## src/rtl/xor_boh.sv

```systemverilog
// rtl/xor_boh.sv - single-bit XOR sum cell with registered copy, running parity and saturating ones count
// The combinational sum never depends on clk/rst; the clocked outputs are optional observability.
module xor_boh #(
   parameter int CNT_W = 8
) (
   input  logic             clk,
   input  logic             rst,
   input  logic             a,
   input  logic             b,
   input  logic             clr,
   output logic             s,
   output logic             s_q,
   output logic             parity,
   output logic [CNT_W-1:0] ones_cnt
);

   logic             w_s;
   logic             w_cnt_sat;
   logic             r_s_q;
   logic             r_parity;
   logic [CNT_W-1:0] r_ones_cnt;

   assign w_s       = a ^ b;
   assign w_cnt_sat = &r_ones_cnt;

   // clr wins over the normal update, so the sum sampled on a clear edge is discarded
   always_ff @(posedge clk or posedge rst) begin
      if (rst) begin
         r_s_q      <= 1'b0;
         r_parity   <= 1'b0;
         r_ones_cnt <= '0;
      end else if (clr) begin
         r_s_q      <= 1'b0;
         r_parity   <= 1'b0;
         r_ones_cnt <= '0;
      end else begin
         r_s_q    <= w_s;
         r_parity <= r_parity ^ w_s;
         if (w_s && !w_cnt_sat)
            r_ones_cnt <= r_ones_cnt + CNT_W'(1);
      end
   end

   assign s        = w_s;
   assign s_q      = r_s_q;
   assign parity   = r_parity;
   assign ones_cnt = r_ones_cnt;

endmodule

```

## config.mk

```make
export PLATFORM = sky130hd
export DESIGN_NAME = xor_boh
export DESIGN_NICKNAME = d
export VERILOG_FILES = /design/src/rtl/xor_boh.sv
export SDC_FILE = /design/constraint.sdc
export NUM_CORES = 1
export LEC_CHECK = 0
export CORE_MARGIN = 2
export CORE_UTILIZATION = 40
export DETAILED_ROUTE_END_ITERATION = 10
export HOLD_SLACK_MARGIN = 0.1
export PLACE_DENSITY = 0.67
export SLEW_MARGIN = 40
export SYNTH_ARGS = -nofsm -noshare
export SYNTH_HDL_FRONTEND = slang
export SYNTH_SLANG_ARGS = --single-unit
```

## constraint.sdc

```tcl
create_clock -name clk -period 1.6 [get_ports clk]
set_clock_uncertainty 0.1 [all_clocks]
set_input_delay 0.24 -clock clk [delete_from_list [all_inputs] [get_ports clk]]
set_output_delay 0.24 -clock clk [all_outputs]
set_load 0.005 [all_outputs]
```

* Word level (Yosys, flattened, before mapping)
Cells that the tools add are included.
Storage, ports and cells: register bits 10, word-level logic and storage cells 14
Cells by class: mux-type cells 4, bitwise gates (word level) 2, reduce and logical (&&, ||, !) cells 4, add/sub/neg operators 1
Operators with widths (number):
- two-way mux 8 bit | 2
- adder 8 x 1 -> 8 bit, second input constant | 1
- AND reduction 8 bit | 1
- two-way mux 1 bit | 2
- nonzero test 2 bit | 1
- XOR 1 bit | 2
- logical AND 1 bit | 1
- logical NOT 1 bit | 1

* Depth between registers and ports, before layout
Gate-level depths: netlist (run 1).
depth after elaboration 5, mapped depth 4

* Worst setup path before layout (run 1)
Ideal clock, no wire load.
path type register to register, start reg r_ones_cnt[0], in the netlist ones_cnt[0], end reg r_ones_cnt[3], in the netlist ones_cnt[3], setup slack -0.024 ns, stages on the path, launching flop included 5, buffers on the path 0, required time 1.372 ns, arrival 1.397 ns, setup time 0.128 ns, cell sequence dfrtp_1 > ha_1 > and4_1 > a211oi_2 > mux2_1
Between the ends: cells in the longest elaborated chain, start to end 4
RTL lines:
- start: declaration | line 21 | logic [CNT_W-1:0] r_ones_cnt;
- start signal: assignment | line 40 | r_ones_cnt <= r_ones_cnt + CNT_W'(1);
- branches (longest 4 deep; another with adder 8 x 1 -> 8 bit)
Parallel ways; which one is timed is not known. The select of a mux whose other input is x is not followed. A chain may end at the register's enable or synchronous reset.

* Final worst setup path (run 1)
Same ends and word-level chain as after synthesis.

==> impl_summary.md, run 1 <==
Status
The run finished with clean final reports.

Setup path
The data required time of the critical path is roughly 1700 ps. The type of origin of the critical path is a flip-flop. The signal on the critical path passes through ha_2, and4_4, a211oi_2, mux2_4. The peak fanout along the critical path is 3. The dominant delay contributor by cell family on the critical path is flip-flops. The largest single stage delay on the critical path is roughly 390 ps. The type of the worst setup path is flip-flop to flip-flop. The cell with the biggest individual delay on the critical path is sky130_fd_sc_hd__dfrtp_1. STA puts the critical path data arrival time at 1610 ps.

The critical path contains buffers and inverters numbering 0 combined. The capturing element type of the critical path is a flip-flop.

Timing
Of the available clock period, the critical path in the final layout requires 0.9725. For the pin with the worst max-slew slack, the measured transition is around 410 ps. The final number of hold-violating endpoints is 0. For this run, the top clock speed supported by timing is between 600 and 700 MHz. The post-route minimum period is around 1600 ps. The final max-slew violation count was 0.

Setup repair after global routing left no endpoint under its margin. Setup violations remaining at the end of the flow were counted as 0. Headroom to the max-slew limit came out at 0.7289.

The setup TNS after final layout is 0 ps.

Detailed routing
The detailed-router iteration count before antenna repair is 4. After detailed routing, the number of vias per cell comes to approximately 5.5. The detail route stage leaves a number of antenna-violating nets equal to 0. For this run, design rule violations remaining after detail routing come to 0. The post-detailed-route wirelength per cell is roughly 14 um. The violation count after the first detailed-route iteration is 4. The via total after detailed routing is approximately 510. The total wire length after detailed routing is roughly 1.3 mm.

Finish
The final-stage net count is 86. The share of final-layout standard cells stronger than drive strength 1 is 0.3974. 0 antenna diodes ended up in the layout.

Compared with the post-synthesis result, the final layout area differs by 50.99%. The number of filler cells placed in the layout is 106. Leaving out fill and tap cells, the most frequent cells in the layout are 11 x sky130_fd_sc_hd__buf_4, 9 x sky130_fd_sc_hd__clkdlybuf4s50_1, 7 x sky130_fd_sc_hd__dfrtp_1. The core utilization of the finished layout is 0.6524. The library cell used most frequently in the layout, excluding fill and tap cells, is sky130_fd_sc_hd__buf_4.

Floorplan
The y dimension of the die is between 40 and 50 um. In this run the standard cell core region covers between 1000 and 1500 um2. The die covers roughly 1700 um2.

The x dimension of the die is 41.73 um. For this configuration, the core starts out at a cell density of 0.4321. The initialized floorplan defines 13 standard-cell rows. The total I/O pin count is 16.

Global routing
Entering global routing, the biggest net connects 11 pins. The via count of the first global-routing pass was 480. The number of antenna violations at the first check in global routing is 0. The total overflow left after global routing is 0. The first-pass GRT wire length is 2.173 mm. In the global route stage, overall resource usage came out at 0.1643.

Flow run
The max-cap violation count is 0.

Power and ir drop
The completed layout was analyzed and its total power is a little under 0.6 mW. The proportion of power drawn by the clock network is 0.297. The share of total power dissipated in combinational logic is 0.230. The internal power of the cells totals 0.4297 mW.

The total power density per cell area is ~670 nW/um2. The switching power is around 0.15 mW. Of the total power, the share spent switching nets is 0.2584. For this design the static power due to leakage is 0.4388 nW. The worst voltage drop across the vdd grid is about 0.40 mV. Of the total power, registers draw 0.473.

Clock tree
The CTS tree is yes. The number of sinks on the clock net is 10. The clock transition at the registers of the reported paths is ~60 ps. The tree is rooted in a sky130_fd_sc_hd__clkbuf_4. The number of clock buffers added by TritonCTS is 3. The maximum number of buffers from clock root to sink is 2. At the later pin of the worst-skew pair, clock insertion delay measures 270 ps.

In this run the number of H-tree levels came out at 1.

Synth
The post-synthesis cell area is 569.3 um2. The top cell type's share of synthesized area is 0.4396. By area the synthesized netlist is led by sky130_fd_sc_hd__dfrtp_1 44%, sky130_fd_sc_hd__a211oi_2 4.4%, sky130_fd_sc_hd__nor2_1 3.3%. Synthesis inferred 10 register bits.

The synthesized netlist net count is 56. sky130_fd_sc_hd__dfrtp_1 takes more of the synthesized area than any other cell. The netlist uses 30 different library cells. Synthesis produced a netlist whose cell count is 50.

The average instance in the mapped netlist occupies ~11 um2. The Yosys step of the flow raised 0 warnings. Of the synthesized area, sequential elements account for 0.4396.

Placed design
The placed wire-length estimate after detailed placement is around 950 um. Port buffering added 15 buffers. The final RePlAce weighted congestion is between 0.7 and 0.8.

Hold path
In this run the worst hold path is classified as input port to asynchronous set/reset pin.
synth_stat cells:
cell	number
sky130_fd_sc_hd__a211oi_2	2
sky130_fd_sc_hd__inv_4	1
sky130_fd_sc_hd__xnor2_2	1
sky130_fd_sc_hd__and2_4	1
sky130_fd_sc_hd__a311oi_1	2
sky130_fd_sc_hd__and4_2	1
sky130_fd_sc_hd__dfrtp_1	10
sky130_fd_sc_hd__nor2_1	5
sky130_fd_sc_hd__and3_1	1
sky130_fd_sc_hd__xnor2_1	1
sky130_fd_sc_hd__mux2_4	1
sky130_fd_sc_hd__a31oi_1	2
sky130_fd_sc_hd__a21boi_0	1
sky130_fd_sc_hd__nand4_1	1
sky130_fd_sc_hd__a41oi_1	1
sky130_fd_sc_hd__a21oi_1	3
sky130_fd_sc_hd__mux2i_1	1
sky130_fd_sc_hd__ha_1	1
sky130_fd_sc_hd__and4_1	1
sky130_fd_sc_hd__inv_1	1
sky130_fd_sc_hd__nand2b_1	2
sky130_fd_sc_hd__buf_1	1
sky130_fd_sc_hd__mux2_1	1
sky130_fd_sc_hd__a41o_2	1
sky130_fd_sc_hd__nor2b_1	2
sky130_fd_sc_hd__a311oi_2	1
sky130_fd_sc_hd__nand3_1	1
sky130_fd_sc_hd__a21oi_2	1
sky130_fd_sc_hd__and4b_1	1
sky130_fd_sc_hd__and3_4	1
per-stage QoR:
stage	hold WS [ps]	setup WS, ps	cells	area (um2)
floorplan	-19.82	15.39	50	571.8
global placement	428.8	-141.6	88	804.5
detailed placement	445.1	-148.8	88	804.5
CTS	166.6	0.8846	92	833.3
global route	213.0	11.60	93	859.6
finish	153.9	44.06	93	859.6
layer usage:
metal	GRT usage	part of all wire	up-vias	wire length, um
met5	0	0	-	0
met4	0.05806	0.014	0	18
met3	0.06087	0.058	2	77
met2	0.2656	0.47	18	628
met1	0.1984	0.46	240	606
li1	-	-	248	-
repair_timing:
action / 4_1_cts / 5_1_grt
setup endpoints to repair: 3 / 9
hold buffers: 0 / 0
pin swaps: 1 / 3
buffers inserted: 1 / 1
resized for setup: 3 / 9
power groups by stage:
| stage | Combinational [mW] | Sequential (mW) | Clock (mW) |
|---|---|---|---|
| final | 0.133 | 0.274 | 0.172 |
| after global placement | 0.134 | 0.278 | 0 |
| after global routing | 0.145 | 0.275 | 0.194 |
| after floorplan | 0.0544 | 0.283 | 0 |
| after detailed placement | 0.134 | 0.278 | 0 |
| after CTS | 0.133 | 0.274 | 0.175 |
area by class of cell:
cell class | instances | area (um2) | share of cell area
timing repair buffer | 26 | 240.2 | 0.2795
clock buffer | 3 | 22.52 | 0.02620
tap | 15 | 18.77 | 0.02183
inverter | 2 | 10.01 | 0.01164
multi-input combinational | 37 | 314.1 | 0.3654
sequential | 10 | 254.0 | 0.2955
flip-flops by register name (all words and copies together), names as in the netlist:
signal    flops
ones_cnt      8
parity        1
s_q           1
logic make-up (layout without fill, tap and decap cells):
| family | after synthesis | in the layout | synth area share |
|---|---|---|---|
| AOI/OAI and AO/OA | 14 | 14 | 0.2132 |
| xor gates and xnor gates | 2 | 2 | 0.04397 |
| DFF | 10 | 10 | 0.4396 |
| muxes | 3 | 3 | 0.06373 |
| and+or+nand+nor | 17 | 17 | 0.1934 |
| adders and majority gates | 1 | 1 | 0.02197 |
| buffers and inverters | 3 | 31 | 0.02417 |
worst paths after layout:
| check | depth (start not counted) | from | slack [ps] | to |
|---|---|---|---|---|
| worst max-delay path | 4 | ones_cnt[0] | 40 | ones_cnt[3] |
| worst min-delay path | 2 | rst | 150 | s_q |
| worst max register to register | 4 | ones_cnt[0] | 40 | ones_cnt[3] |
| worst min register to register | 2 | parity | 460 | parity |
| max in group asynchronous | 2 | rst | 930 | ones_cnt[6] |
| min in group clk | 4 | b | 450 | s_q |
No activity file was read; power rests on OpenSTA's default activity.
==> run 2, diff against run 1 <==
Settings changed: CTS_BUF_LIST set to sky130_fd_sc_hd__clkbuf_4.
==> results of run 2 <==
The final DEF is identical to that of run 1; final timing and power are the same.
